==> src/rtl/adc_ring_writer_pkg.sv <==
// Shared AXI constants and write-helper status encodings for the ADC ring writer.
package adc_ring_writer_pkg;

  localparam logic [1:0] AXI_BURST_FIXED = 2'd0;
  localparam logic [1:0] AXI_BURST_INCR  = 2'd1;
  localparam logic [1:0] AXI_BURST_WRAP  = 2'd2;

  localparam logic [1:0] AXI_BRESP_OKAY   = 2'd0;
  localparam logic [1:0] AXI_BRESP_EXOKAY = 2'd1;
  localparam logic [1:0] AXI_BRESP_SLVERR = 2'd2;
  localparam logic [1:0] AXI_BRESP_DECERR = 2'd3;

  // Status reported by the AXI-3 write helper.
  localparam logic [1:0] ST_READY = 2'd0;
  localparam logic [1:0] ST_WAIT  = 2'd1;
  localparam logic [1:0] ST_OK    = 2'd2;
  localparam logic [1:0] ST_ERR   = 2'd3;

  function automatic logic [7:0] sat_inc8(input logic [7:0] v);
    return (v == 8'hFF) ? v : v + 8'd1;
  endfunction

endpackage

==> src/rtl/adc_ring_writer_if.sv <==
// Sample stream and write-helper request bundle. master = ring writer, slave = ADC source plus helper.
// Sample handshake: a word moves on a rising clock edge where s_valid && s_ready; s_data must hold while s_valid waits.
interface adc_ring_writer_if #(
  parameter int ID_WIDTH   = 8,
  parameter int ADDR_WIDTH = 32,
  parameter int BUS_WIDTH  = 32,
  parameter int BURST_LEN  = 16
);
  logic [BUS_WIDTH-1:0]           s_data;
  logic                           s_valid;
  logic                           s_ready;
  logic                           wr_enable;
  logic [ID_WIDTH-1:0]            wr_id;
  logic [ADDR_WIDTH-1:0]          wr_addr;
  logic [BURST_LEN*BUS_WIDTH-1:0] wr_data;
  logic [3:0]                     wr_burst_len;
  logic [2:0]                     wr_burst_size;
  logic [1:0]                     wr_burst_type;
  logic [BUS_WIDTH/8-1:0]         wr_strb;
  logic [1:0]                     wr_status;

  modport master (
    input  s_data, s_valid, wr_status,
    output s_ready, wr_enable, wr_id, wr_addr, wr_data, wr_burst_len,
           wr_burst_size, wr_burst_type, wr_strb
  );

  modport slave (
    output s_data, s_valid, wr_status,
    input  s_ready, wr_enable, wr_id, wr_addr, wr_data, wr_burst_len,
           wr_burst_size, wr_burst_type, wr_strb
  );
endinterface

==> src/rtl/adc_burst_buf.sv <==
// Burst word packer: load writes din into the next slot (word 0 in LSBs); clear rewinds the slot counter.
module adc_burst_buf #(
  parameter int BUS_WIDTH = 32,
  parameter int BURST_LEN = 16,
  parameter int CNT_W     = $clog2(BURST_LEN + 1)
) (
  input  logic                           clock,
  input  logic                           reset_n,
  input  logic                           load,
  input  logic                           clear,
  input  logic [BUS_WIDTH-1:0]           din,
  output logic [BURST_LEN*BUS_WIDTH-1:0] data,
  output logic [CNT_W-1:0]               count,
  output logic                           full
);

  assign full = (count == CNT_W'(BURST_LEN));

  // Old slot contents survive clear; only the first count words are meaningful.
  always_ff @(posedge clock or negedge reset_n) begin
    if (!reset_n) begin
      data  <= '0;
      count <= '0;
    end else if (clear) begin
      count <= '0;
    end else if (load && !full) begin
      for (int i = 0; i < BURST_LEN; i++) begin
        if (count == CNT_W'(i)) data[i*BUS_WIDTH +: BUS_WIDTH] <= din;
      end
      count <= count + CNT_W'(1);
    end
  end

endmodule

==> src/rtl/adc_ring_writer.sv <==
// Packs ADC words into bursts and writes them round-robin into a ring of HPS memory via the AXI-3 helper.
// Optional ADC_RING_IRQ_EN adds an irq pulse at the half-ring slot and at each wrap.
module adc_ring_writer
  import adc_ring_writer_pkg::*;
#(
  parameter int ID_WIDTH   = 8,
  parameter int ADDR_WIDTH = 32,
  parameter int BUS_WIDTH  = 32,
  parameter int BURST_LEN  = 16,
  parameter int TXN_ID     = 0
) (
  input  logic                  clock,
  input  logic                  reset_n,
  input  logic                  start,
  input  logic                  stop,
  input  logic [ADDR_WIDTH-1:0] cfg_base,
  input  logic [15:0]           cfg_num_bursts,
  adc_ring_writer_if.master     bus,
  output logic                  busy,
  output logic [15:0]           burst_idx,
  output logic [15:0]           wrap_count,
  output logic [7:0]            err_count,
  output logic                  last_err,
  output logic [1:0]            dbg_state
`ifdef ADC_RING_IRQ_EN
  ,
  output logic                  irq
`endif
);

  localparam int CNT_W       = $clog2(BURST_LEN + 1);
  localparam int BURST_BYTES = BURST_LEN * BUS_WIDTH / 8;

  typedef enum logic [1:0] {S_IDLE, S_FILL, S_ISSUE, S_WAIT} state_t;

  state_t                         state, state_d;
  logic [ADDR_WIDTH-1:0]          base_q, wr_addr_q, slot_addr;
  logic [15:0]                    num_q;
  logic [3:0]                     wr_len_q, issue_len;
  logic                           stop_pending;
  logic                           buf_load, buf_clear, buf_full;
  logic [CNT_W-1:0]               buf_count, cnt_next;
  logic [BURST_LEN*BUS_WIDTH-1:0] buf_data;
  logic                           run_start, issue_go, done, last_slot;

  adc_burst_buf #(.BUS_WIDTH(BUS_WIDTH), .BURST_LEN(BURST_LEN), .CNT_W(CNT_W)) u_buf (
    .clock   (clock),
    .reset_n (reset_n),
    .load    (buf_load),
    .clear   (buf_clear),
    .din     (bus.s_data),
    .data    (buf_data),
    .count   (buf_count),
    .full    (buf_full)
  );

  assign cnt_next  = buf_count + CNT_W'(buf_load);
  assign slot_addr = base_q + ADDR_WIDTH'(burst_idx) * ADDR_WIDTH'(BURST_BYTES);
  assign last_slot = (burst_idx == num_q - 16'd1);

  always_ff @(posedge clock or negedge reset_n) begin
    if (!reset_n) state <= S_IDLE;
    else          state <= state_d;
  end

  always_comb begin
    state_d     = state;
    bus.s_ready = 1'b0;
    bus.wr_enable = 1'b0;
    buf_load    = 1'b0;
    buf_clear   = 1'b0;
    run_start   = 1'b0;
    issue_go    = 1'b0;
    issue_len   = 4'(BURST_LEN - 1);
    done        = 1'b0;
    case (state)
      S_IDLE: begin
        if (start && cfg_num_bursts != 16'd0) begin
          run_start = 1'b1;
          buf_clear = 1'b1;
          state_d   = S_FILL;
        end
      end
      S_FILL: begin
        bus.s_ready = !buf_full;
        buf_load    = bus.s_valid && !buf_full;
        // A word accepted alongside stop still belongs to the flushed burst.
        if (stop) begin
          issue_len = 4'(cnt_next - CNT_W'(1));
          state_d   = (cnt_next != '0) ? S_ISSUE : S_IDLE;
        end else if (cnt_next == CNT_W'(BURST_LEN)) begin
          state_d = S_ISSUE;
        end
        issue_go = (state_d == S_ISSUE);
      end
      S_ISSUE: begin
        if (bus.wr_status == ST_READY) begin
          bus.wr_enable = 1'b1;
          state_d       = S_WAIT;
        end
      end
      S_WAIT: begin
        if (bus.wr_status == ST_OK || bus.wr_status == ST_ERR) begin
          done      = 1'b1;
          buf_clear = 1'b1;
          state_d   = (stop_pending || stop) ? S_IDLE : S_FILL;
        end
      end
      default: state_d = S_IDLE;
    endcase
  end

  always_ff @(posedge clock or negedge reset_n) begin
    if (!reset_n) begin
      base_q       <= '0;
      num_q        <= '0;
      wr_addr_q    <= '0;
      wr_len_q     <= '0;
      stop_pending <= 1'b0;
      burst_idx    <= '0;
      wrap_count   <= '0;
      err_count    <= '0;
      last_err     <= 1'b0;
    end else begin
      if (run_start) begin
        base_q       <= cfg_base;
        num_q        <= cfg_num_bursts;
        burst_idx    <= '0;
        last_err     <= 1'b0;
        stop_pending <= 1'b0;
      end
      if (issue_go) begin
        wr_addr_q <= slot_addr;
        wr_len_q  <= issue_len;
      end
      if (stop && (issue_go || state == S_ISSUE || state == S_WAIT)) stop_pending <= 1'b1;
      // Errors are counted but never retried; the ring keeps advancing.
      if (done) begin
        stop_pending <= 1'b0;
        if (bus.wr_status == ST_ERR) begin
          err_count <= sat_inc8(err_count);
          last_err  <= 1'b1;
        end
        if (last_slot) begin
          burst_idx  <= '0;
          wrap_count <= wrap_count + 16'd1;
        end else begin
          burst_idx <= burst_idx + 16'd1;
        end
      end
    end
  end

`ifdef ADC_RING_IRQ_EN
  always_ff @(posedge clock or negedge reset_n) begin
    if (!reset_n) irq <= 1'b0;
    else          irq <= done && (last_slot || (num_q != 16'd1 && burst_idx == (num_q >> 1)));
  end
`endif

  assign busy              = (state != S_IDLE);
  assign dbg_state         = state;
  assign bus.wr_id         = ID_WIDTH'(TXN_ID);
  assign bus.wr_addr       = wr_addr_q;
  assign bus.wr_data       = buf_data;
  assign bus.wr_burst_len  = wr_len_q;
  assign bus.wr_burst_size = 3'($clog2(BUS_WIDTH / 8));
  assign bus.wr_burst_type = AXI_BURST_INCR;
  assign bus.wr_strb       = {(BUS_WIDTH/8){1'b1}};

endmodule

==> src/flat_wrapper.sv <==
// flat-port wrapper written by rule: the top's interface ports become plain ports
module adc_ring_writer_flat import adc_ring_writer_pkg::*;
#(
  parameter int ID_WIDTH   = 8,
  parameter int ADDR_WIDTH = 32,
  parameter int BUS_WIDTH  = 32,
  parameter int BURST_LEN  = 16,
  parameter int TXN_ID     = 0
)
  (clock, reset_n, start, stop, cfg_base, cfg_num_bursts, busy, burst_idx, wrap_count, err_count, last_err, dbg_state, bus_s_data, bus_s_valid, bus_wr_status, bus_s_ready, bus_wr_enable, bus_wr_id, bus_wr_addr, bus_wr_data, bus_wr_burst_len, bus_wr_burst_size, bus_wr_burst_type, bus_wr_strb);
  adc_ring_writer_if #(.ID_WIDTH(ID_WIDTH), .ADDR_WIDTH(ADDR_WIDTH), .BUS_WIDTH(BUS_WIDTH), .BURST_LEN(BURST_LEN)) bus_i ();
  input  logic clock;
  input  logic reset_n;
  input  logic start;
  input  logic stop;
  input  logic [ADDR_WIDTH-1:0] cfg_base;
  input  logic [15:0] cfg_num_bursts;
  output logic busy;
  output logic [15:0] burst_idx;
  output logic [15:0] wrap_count;
  output logic [7:0] err_count;
  output logic last_err;
  output logic [1:0] dbg_state;
  input wire logic [$bits(bus_i.s_data)-1:0] bus_s_data;
  input wire logic [$bits(bus_i.s_valid)-1:0] bus_s_valid;
  input wire logic [$bits(bus_i.wr_status)-1:0] bus_wr_status;
  output wire logic [$bits(bus_i.s_ready)-1:0] bus_s_ready;
  output wire logic [$bits(bus_i.wr_enable)-1:0] bus_wr_enable;
  output wire logic [$bits(bus_i.wr_id)-1:0] bus_wr_id;
  output wire logic [$bits(bus_i.wr_addr)-1:0] bus_wr_addr;
  output wire logic [$bits(bus_i.wr_data)-1:0] bus_wr_data;
  output wire logic [$bits(bus_i.wr_burst_len)-1:0] bus_wr_burst_len;
  output wire logic [$bits(bus_i.wr_burst_size)-1:0] bus_wr_burst_size;
  output wire logic [$bits(bus_i.wr_burst_type)-1:0] bus_wr_burst_type;
  output wire logic [$bits(bus_i.wr_strb)-1:0] bus_wr_strb;
  assign bus_i.s_data = bus_s_data;
  assign bus_i.s_valid = bus_s_valid;
  assign bus_i.wr_status = bus_wr_status;
  assign bus_s_ready = bus_i.s_ready;
  assign bus_wr_enable = bus_i.wr_enable;
  assign bus_wr_id = bus_i.wr_id;
  assign bus_wr_addr = bus_i.wr_addr;
  assign bus_wr_data = bus_i.wr_data;
  assign bus_wr_burst_len = bus_i.wr_burst_len;
  assign bus_wr_burst_size = bus_i.wr_burst_size;
  assign bus_wr_burst_type = bus_i.wr_burst_type;
  assign bus_wr_strb = bus_i.wr_strb;
  adc_ring_writer #(.ID_WIDTH(ID_WIDTH), .ADDR_WIDTH(ADDR_WIDTH), .BUS_WIDTH(BUS_WIDTH), .BURST_LEN(BURST_LEN), .TXN_ID(TXN_ID)) u_core (.clock(clock), .reset_n(reset_n), .start(start), .stop(stop), .cfg_base(cfg_base), .cfg_num_bursts(cfg_num_bursts), .bus(bus_i), .busy(busy), .burst_idx(burst_idx), .wrap_count(wrap_count), .err_count(err_count), .last_err(last_err), .dbg_state(dbg_state));
endmodule
==> config.mk <==
export PLATFORM = sky130hd
export DESIGN_NAME = adc_ring_writer_flat
export DESIGN_NICKNAME = d
export VERILOG_FILES = /design/src/rtl/adc_ring_writer_pkg.sv /design/src/rtl/adc_ring_writer_if.sv /design/src/rtl/adc_burst_buf.sv /design/src/rtl/adc_ring_writer.sv /design/src/flat_wrapper.sv
export SDC_FILE = /design/constraint.sdc
export NUM_CORES = 1
export LEC_CHECK = 0
export ABC_AREA = 1
export CORE_AREA = 3 3 267 269
export DETAILED_ROUTE_END_ITERATION = 7
export DIE_AREA = 0 0 270 272
export PLACE_DENSITY = 0.71
export SLEW_MARGIN = 20
export SYNTH_ARGS = -nofsm -noshare
export SYNTH_HDL_FRONTEND = slang
export SYNTH_SLANG_ARGS = --single-unit
==> constraint.sdc <==
create_clock -name clock -period 3.7 [get_ports clock]
set_input_delay 1.11 -clock clock [delete_from_list [all_inputs] [get_ports clock]]
set_output_delay 1.11 -clock clock [all_outputs]
set_load 0.03 [all_outputs]
==> results of run 1 <==
-- Yosys cell counts (all sizes together) (2+ instances only) --
master and number:
a21oi 28, a31oi 2, and2 2, buf 77, clkbuf 103, conb 2
dfrtp 645, ha 33, inv 152, mux2 26, nand2 842, nand3 91
nand3b 4, nand4 37, nor2 87, nor3 33, nor4 6, o21ai 568
o21bai 2, xnor2 30, xor2 41
-- worst max-delay path, stage by stage --
cell	delay (ns)
clkdlybuf4s50_1	0.44
nor3_1	0.20
clkdlybuf4s50_1	0.71
-- timing repair --
item / 4_1_cts / 5_1_grt
endpoints found under the setup margin: 1 / 0
resized for setup: 1 / 0
setup buffers: 0 / 0
-- logic make-up after synthesis --
family	Yosys count	share of synthesized area [%]
AO/OA/AOI/OAI	604	11.45
XOR/XNOR	71	2.337
adder cells (fa/ha/maj)	34	1.627
buffers and inverters	333	5.357
flip-flops	645	60.67
multiplexers	26	1.101
other	2	0.02823
AND/OR/NAND/NOR	1104	17.43
-- routing by layer --
| layer | vias up | track usage [%] | wire length, um |
|---|---|---|---|
| li1 | 10452 | - | - |
| met1 | 11184 | 33.50 | 39360 |
| met2 | 952 | 44.30 | 47680 |
| met3 | 197 | 8.492 | 9326 |
| met4 | 4 | 9.934 | 4196 |
| met5 | - | 0 | 27 |
-- final cells by class --
type                    count  area (um^2)
diodes                      3        7.507
clock buffers              97         2026
clock inverters            29        524.3
fillers                  6024        31680
inverters                 153        575.6
multi-input cells        1856         9120
flip-flops and latches    645        16140
well taps                 931         1165
repair buffers            749         7591
-- sequential cells by signal, summed over array words and instances (netlist names), named ones only --
signal,flops
u_core.u_buf.count,5
u_core.err_count,8
u_core.dbg_state,1
u_core.num_q,16
u_core.bus.wr_addr,32
u_core.stop_pending,1
u_core.u_buf.data,512
u_core.last_err,1
u_core.base_q,32
u_core.burst_idx,16
u_core.bus.wr_burst_len,4
u_core.wrap_count,16
-- per-stage QoR --
step / setup slack [ns] / power, mW / area, um^2
2_1_floorplan: 0.05340 / 16.70 / 26660
3_3_place_gp: 0.1177 / 22.06 / 34590
3_5_place_dp: 0.03730 / 22.22 / 34590
4_1_cts: 0.1328 / 29.97 / 37140
5_1_grt: 0.006508 / 31.21 / 37150
6_report: 0.1296 / 29.83 / 37150
-- power by group through the flow --
stage | combinational [mW] | sequential [mW] | clock (mW)
2_1_floorplan | 3.23 | 13.5 | 0
3_3_place_gp | 11.7 | 10.4 | 0
5_1_grt | 12.6 | 10.6 | 8.07
6_report | 11.8 | 10.4 | 7.67
4_1_cts | 11.9 | 10.3 | 7.77
3_5_place_dp | 11.8 | 10.4 | 0
-- worst max-delay path by stage --
stage / start / end / slack [ns] / cells past startpoint
after global placement: bus_s_valid / u_core.bus.wr_addr[23] / 0.12 / 16
after CTS: bus_wr_status[0] / bus_wr_enable / 0.13 / 3
final: bus_wr_status[0] / bus_wr_enable / 0.13 / 3
after global routing: flip-flop / u_core.bus.wr_addr[20] / 0.007 / 19
after floorplan: flip-flop / u_core.bus.wr_addr[17] / 0.05 / 21
after detailed placement: bus_s_valid / u_core.bus.wr_addr[21] / 0.04 / 17
==> flow_summary.toml, run 1 <==
[floorplan]
die_w_um = 270
design.core.area_um2 = 68830
floorplan.initialDensity_pct = 38.65
ios = 698
num_rows = 96
die_area_um2 = 73440
die_h_um = 272

[final_layout]
utilization_pct = 53.98
fin_nets = 3597
areaGrowthSynthToFinish_pct = 39.64
layout_commonest_cell = "nand2_1"
layout_common_cells = "nand2_1 (837), clkdlybuf4s50_1 (678), dfrtp_1 (645), o21ai_0 (397), o21ai_1 (171)"
drive_gt1_share_pct = 7.027
finalNonFillerCells = 4463

[run_status]
outcome = "finished clean"

[yosys]
synth_area_leaders = "dfrtp_1 (61%), nand2_1 (12%), o21ai_0 (7.5%)"
synthCells = 2819
syn_avg_cell_area_um2 = 9.437
synth_top_area_cell = "dfrtp_1"
synth_area_um2 = 26600
ys_warn_count = 0
synth-seq-area-share_pct = 60.67
synth_ff_type = "dfrtp_1"
synth_edf_count = 0
yosysTopAreaCellShare_pct = 60.67
async_flop_share_pct = 100.0
synth_seq_cells = 645
synth_cell_types = 41

[power]
p_leak_nw = 17.04
powerDensity_nw_per_um2 = 803.0
internal-power_mw = 17.97
p_sw_share_pct = 39.77
switchingPower_mw = 11.86
vdd_drop_max_v = 0.0006807
clkPwrFrac_pct = 25.7
seqPwrFrac_pct = 34.7
comb_power_share_pct = 39.6

[sta]
setup_viol = 0
worst_pin_slew_ns = 0.8461
period_minus_slack_ns = 3.570
fin_crit_sh_pct = 96.50
finalHoldViolations = 0
slew_viol_final = 0
slew_headroom_pct = 43.53
tns_ns = 0
whs_ns = 0.4659
timing.fmax_ghz = 0.2801
fin_skew_ns = 0.05921
rsz0062_at_grt = "false"

[job]
cap_violations = 0

[global_routing]
grt-ovfl-total = 0
grt_antenna_before_repair = 6
grt_pass1_wl_um = 150100
track_usage_pct = 26.96
grt_pass1_vias = 22367
grt_max_degree = 73

[place]
place_inst = 4334
io_buffers = 680
place_hpwl_um = 71500
gp_congestion = 0.8977

[drt]
detail-route-antenna-nets = 0
vias_per_cell = 5.106
wl_per_cell_um = 22.54
dr.pass1.iters = 6
via_count = 22789
drc = 0
totalWireLength_um = 100600
drtIter0Drc = 1884

[clocking]
root_buffer = "clkbuf_16"
numClockSinks = 645
clkLatencyLatePin_ns = 0.65
cts_tree = "done"
ctsHoldBuffers = 0
h-tree-depth = 3
cts.clk_slew.worst_paths_ns = 0.06
clk_path_buf_depth = 3
cts_buffers = 71

[setup_path]
r2r-end = "u_core.bus.wr_addr[21]"
cp.required_ns = 2.59
cp-start-kind = "primary input"
worstPathMaxFanout = 3
arrival_ns = 2.46
worstSetupEndpointType = "primary output"
critPathKind = "primary input to primary output"
r2r_slack_ns = 0.31
r2r_cells = 19

[hold_path]
hold_path_class = "primary input to async pin"
Note: power is estimated with default switching activity, not from simulation.
==> run 2: changes to the inputs <==
- ABC_AREA: 1 -> 0
- CAP_MARGIN: default -> 0
- PLACE_DENSITY: 0.71 -> 0.72
==> run 2 against run 1 <==
Effect of this change:
- die area stayed put
- first-iteration DRC count decreased by 50%
- count of clock-buffer cells in the layout rose by 10
- via count is 18% lower
- final area increased by 0.98%
- critical endpoint is now u_core.u_buf.data[435]
==> flow_summary.toml, run 2 <==
[run_status]
outcome = "finished clean"

[clocking]
cts.clk_slew.worst_paths_ns = 0.06
cts_tree = "done"
cts_buffers = 71
ctsHoldBuffers = 0
ctsResizeCount = 0
root_buffer = "clkbuf_16"
postCtsSetupRepairBufs = 0
clkLatencyLatePin_ns = 0.60
h-tree-depth = 3
numClockSinks = 645
clk_path_buf_depth = 3

[final_layout]
largest_reg_flops = 512
fill_cells = 5603
layout_commonest_cell = "clkdlybuf4s50_1"
areaGrowthSynthToFinish_pct = 40.63
drive_gt1_share_pct = 27.77
layout_common_cells = "clkdlybuf4s50_1 (677), dfrtp_1 (645), mux2_2 (514), nand2_1 (85), buf_4 (78)"
fin_nets = 2766
utilization_pct = 54.51
top_register = "u_core.u_buf.data"

[drt]
drtIter0Drc = 946
detail-route-antenna-nets = 0
drc = 0
dr.pass1.iters = 5
totalWireLength_um = 88640
vias_per_cell = 5.184
wl_per_cell_um = 24.44
via_count = 18797

[setup_path]
r2r_cells = 13
worstSetupEndpointType = "flip-flop"
max_stage_delay_ns = 0.60
path_cells = "clkdlybuf4s50_1 > or4_1 > o41ai_4 > a21oi_2 > nor3_2 > buf_4 > nand2_1 > nor2_4 > buf_12 > mux2_2"
cp.required_ns = 4.15
worstPathMaxFanout = 32
crit_slowest_cell = "or4_1"
cp-start-kind = "primary input"
arrival_ns = 4.03
critPathKind = "primary input to flip-flop"
r2r_slack_ns = 0.43

[power]
clkPwrFrac_pct = 27.6
vdd_drop_max_v = 0.0004770
seqPwrFrac_pct = 37.1
internal-power_mw = 16.58
powerDensity_nw_per_um2 = 681.0
p_sw_share_pct = 35.09
p_total_mw = 25.55
comb_power_share_pct = 35.3
p_leak_nw = 17.40
switchingPower_mw = 8.964

[global_routing]
grt_antenna_before_repair = 6
grt_pass1_wl_um = 131400
grt-ovfl-total = 0
grt_pass1_vias = 19839
grt_max_degree = 116
track_usage_pct = 23.60

[yosys]
synth_top_area_cell = "dfrtp_1"
syn_avg_cell_area_um2 = 14.01
synth_cell_types = 67
yosysTopAreaCellShare_pct = 60.51
synth.cells.most_frequent = "dfrtp_1 (645), mux2_2 (514), nand2_1 (86), clkbuf_1 (53), mux2_1 (48)"
synth-seq-area-share_pct = 60.51
async_flop_share_pct = 100.0
synthCells = 1904
synth_area_leaders = "dfrtp_1 (61%), mux2_2 (22%), mux2_1 (2.0%)"
synth_edf_count = 0
synth_seq_cells = 645
ys_warn_count = 0
yosysMostFrequentCell = "dfrtp_1"
synth_ff_type = "dfrtp_1"
synth_area_um2 = 26680

[place]
place_hpwl_um = 64610
io_buffers = 680
gp_congestion = 0.8655

[hold_path]
hold_path_class = "primary input to async pin"

[floorplan]
floorplan.initialDensity_pct = 38.76
design.core.area_um2 = 68830
die_h_um = 272
die_area_um2 = 73440
num_rows = 96
ios = 698
die_w_um = 270

[job]
cap_violations = 0

[sta]
setup_viol = 0
period_minus_slack_ns = 3.588
slew_headroom_pct = 30.03
worst_pin_slew_ns = 1.046
finalHoldViolations = 0
fin_skew_ns = 0.03784
slew_viol_final = 0
rsz0062_at_grt = "false"
fin_crit_sh_pct = 96.98
timing.fmax_ghz = 0.2787
-- run 2: logic make-up (layout without fill, tap and decap cells) --
group                      Yosys count  count (layout)  synth area share, %
DFF                                645             645                60.51
xor gates and xnor gates            64              64                2.101
adders and majority gates           34              34                1.623
AOI/OAI and AO/OA                  141             141                3.429
muxes                              564             564                23.80
and+or+nand+nor                    288             288                5.675
other                                2              18              0.02815
buffers and inverters              166             941                2.838
-- run 2: critical path: cells and delay by family --
kind / cells / cell delay (ns)
simple gates: 4 / 0.98
buf+inv: 3 / 0.87
mux: 1 / 0.37
compound gates: 2 / 0.67
-- run 2: metrics by stage --
| stage | TNS [ns] | area (um^2) | cells | hold slack (ns) | worst slack, ns |
|---|---|---|---|---|---|
| 3_5_place_dp | -177.22 | 35170 | 3503 | 0.4696 | -0.4812 |
| 6_report | 0 | 37510 | 3626 | 0.4762 | 0.1117 |
| 4_1_cts | 0 | 37510 | 3625 | 0.4781 | 0.005798 |
| 3_3_place_gp | -159.98 | 35170 | 3503 | 0.4600 | -0.4290 |
| 5_1_grt | 0 | 37510 | 3626 | 0.4843 | 0.03103 |
| 2_1_floorplan | 0 | 26730 | 1919 | 0.4475 | 0.03841 |
-- run 2: worst paths after layout --
check | from | end
max in group asynchronous | reset_n | u_core.u_buf.data[156]
setup reg to reg | flip-flop | u_core.bus.wr_addr[25]
setup / recovery | cfg_num_bursts[13] | u_core.u_buf.data[435]
hold / removal | reset_n | u_core.bus.wr_addr[18]
min in group clock | u_core.bus.wr_addr[24] | u_core.bus.wr_addr[24]
hold reg to reg | u_core.bus.wr_addr[24] | u_core.bus.wr_addr[24]
-- run 2: layout make-up --
class                   count  area (um^2)  share of cell area (%)
flip-flops and latches    645        16140                   43.02
multi-input cells        1108         9905                   26.40
repair buffers            778         7810                   20.82
clock buffers             107         2113                   5.633
well taps                 931         1165                   3.105
clock inverters            15        225.2                  0.6003
inverters                  41        153.9                  0.4102
diodes                      1        2.502                0.006670
-- run 2: routing by layer --
metal / wire length (um) / part of all wire [%] / GRT usage (%) / up-vias
li1: - / - / - / 8180
met1: 35250 / 40 / 28.28 / 9766
met2: 43230 / 49 / 39.98 / 665
met3: 5977 / 6.7 / 6.034 / 184
met4: 4160 / 4.7 / 10.99 / 2
met5: 17 / 0.019 / 0 / -
-- run 2: power groups by stage --
stage	sequential [mW]	combinational (mW)	clock, mW
2_1_floorplan	11.7	2.83	0
5_1_grt	9.65	9.51	7.49
3_3_place_gp	9.50	8.89	0
3_5_place_dp	9.58	9.04	0
6_report	9.48	9.01	7.06
4_1_cts	9.47	9.09	7.22
==> run 3: changes to the inputs <==
- TNS_END_PERCENT: default -> 20
==> results of run 3 <==
Same layout as run 2: the final DEF is identical, and so are final timing and power.
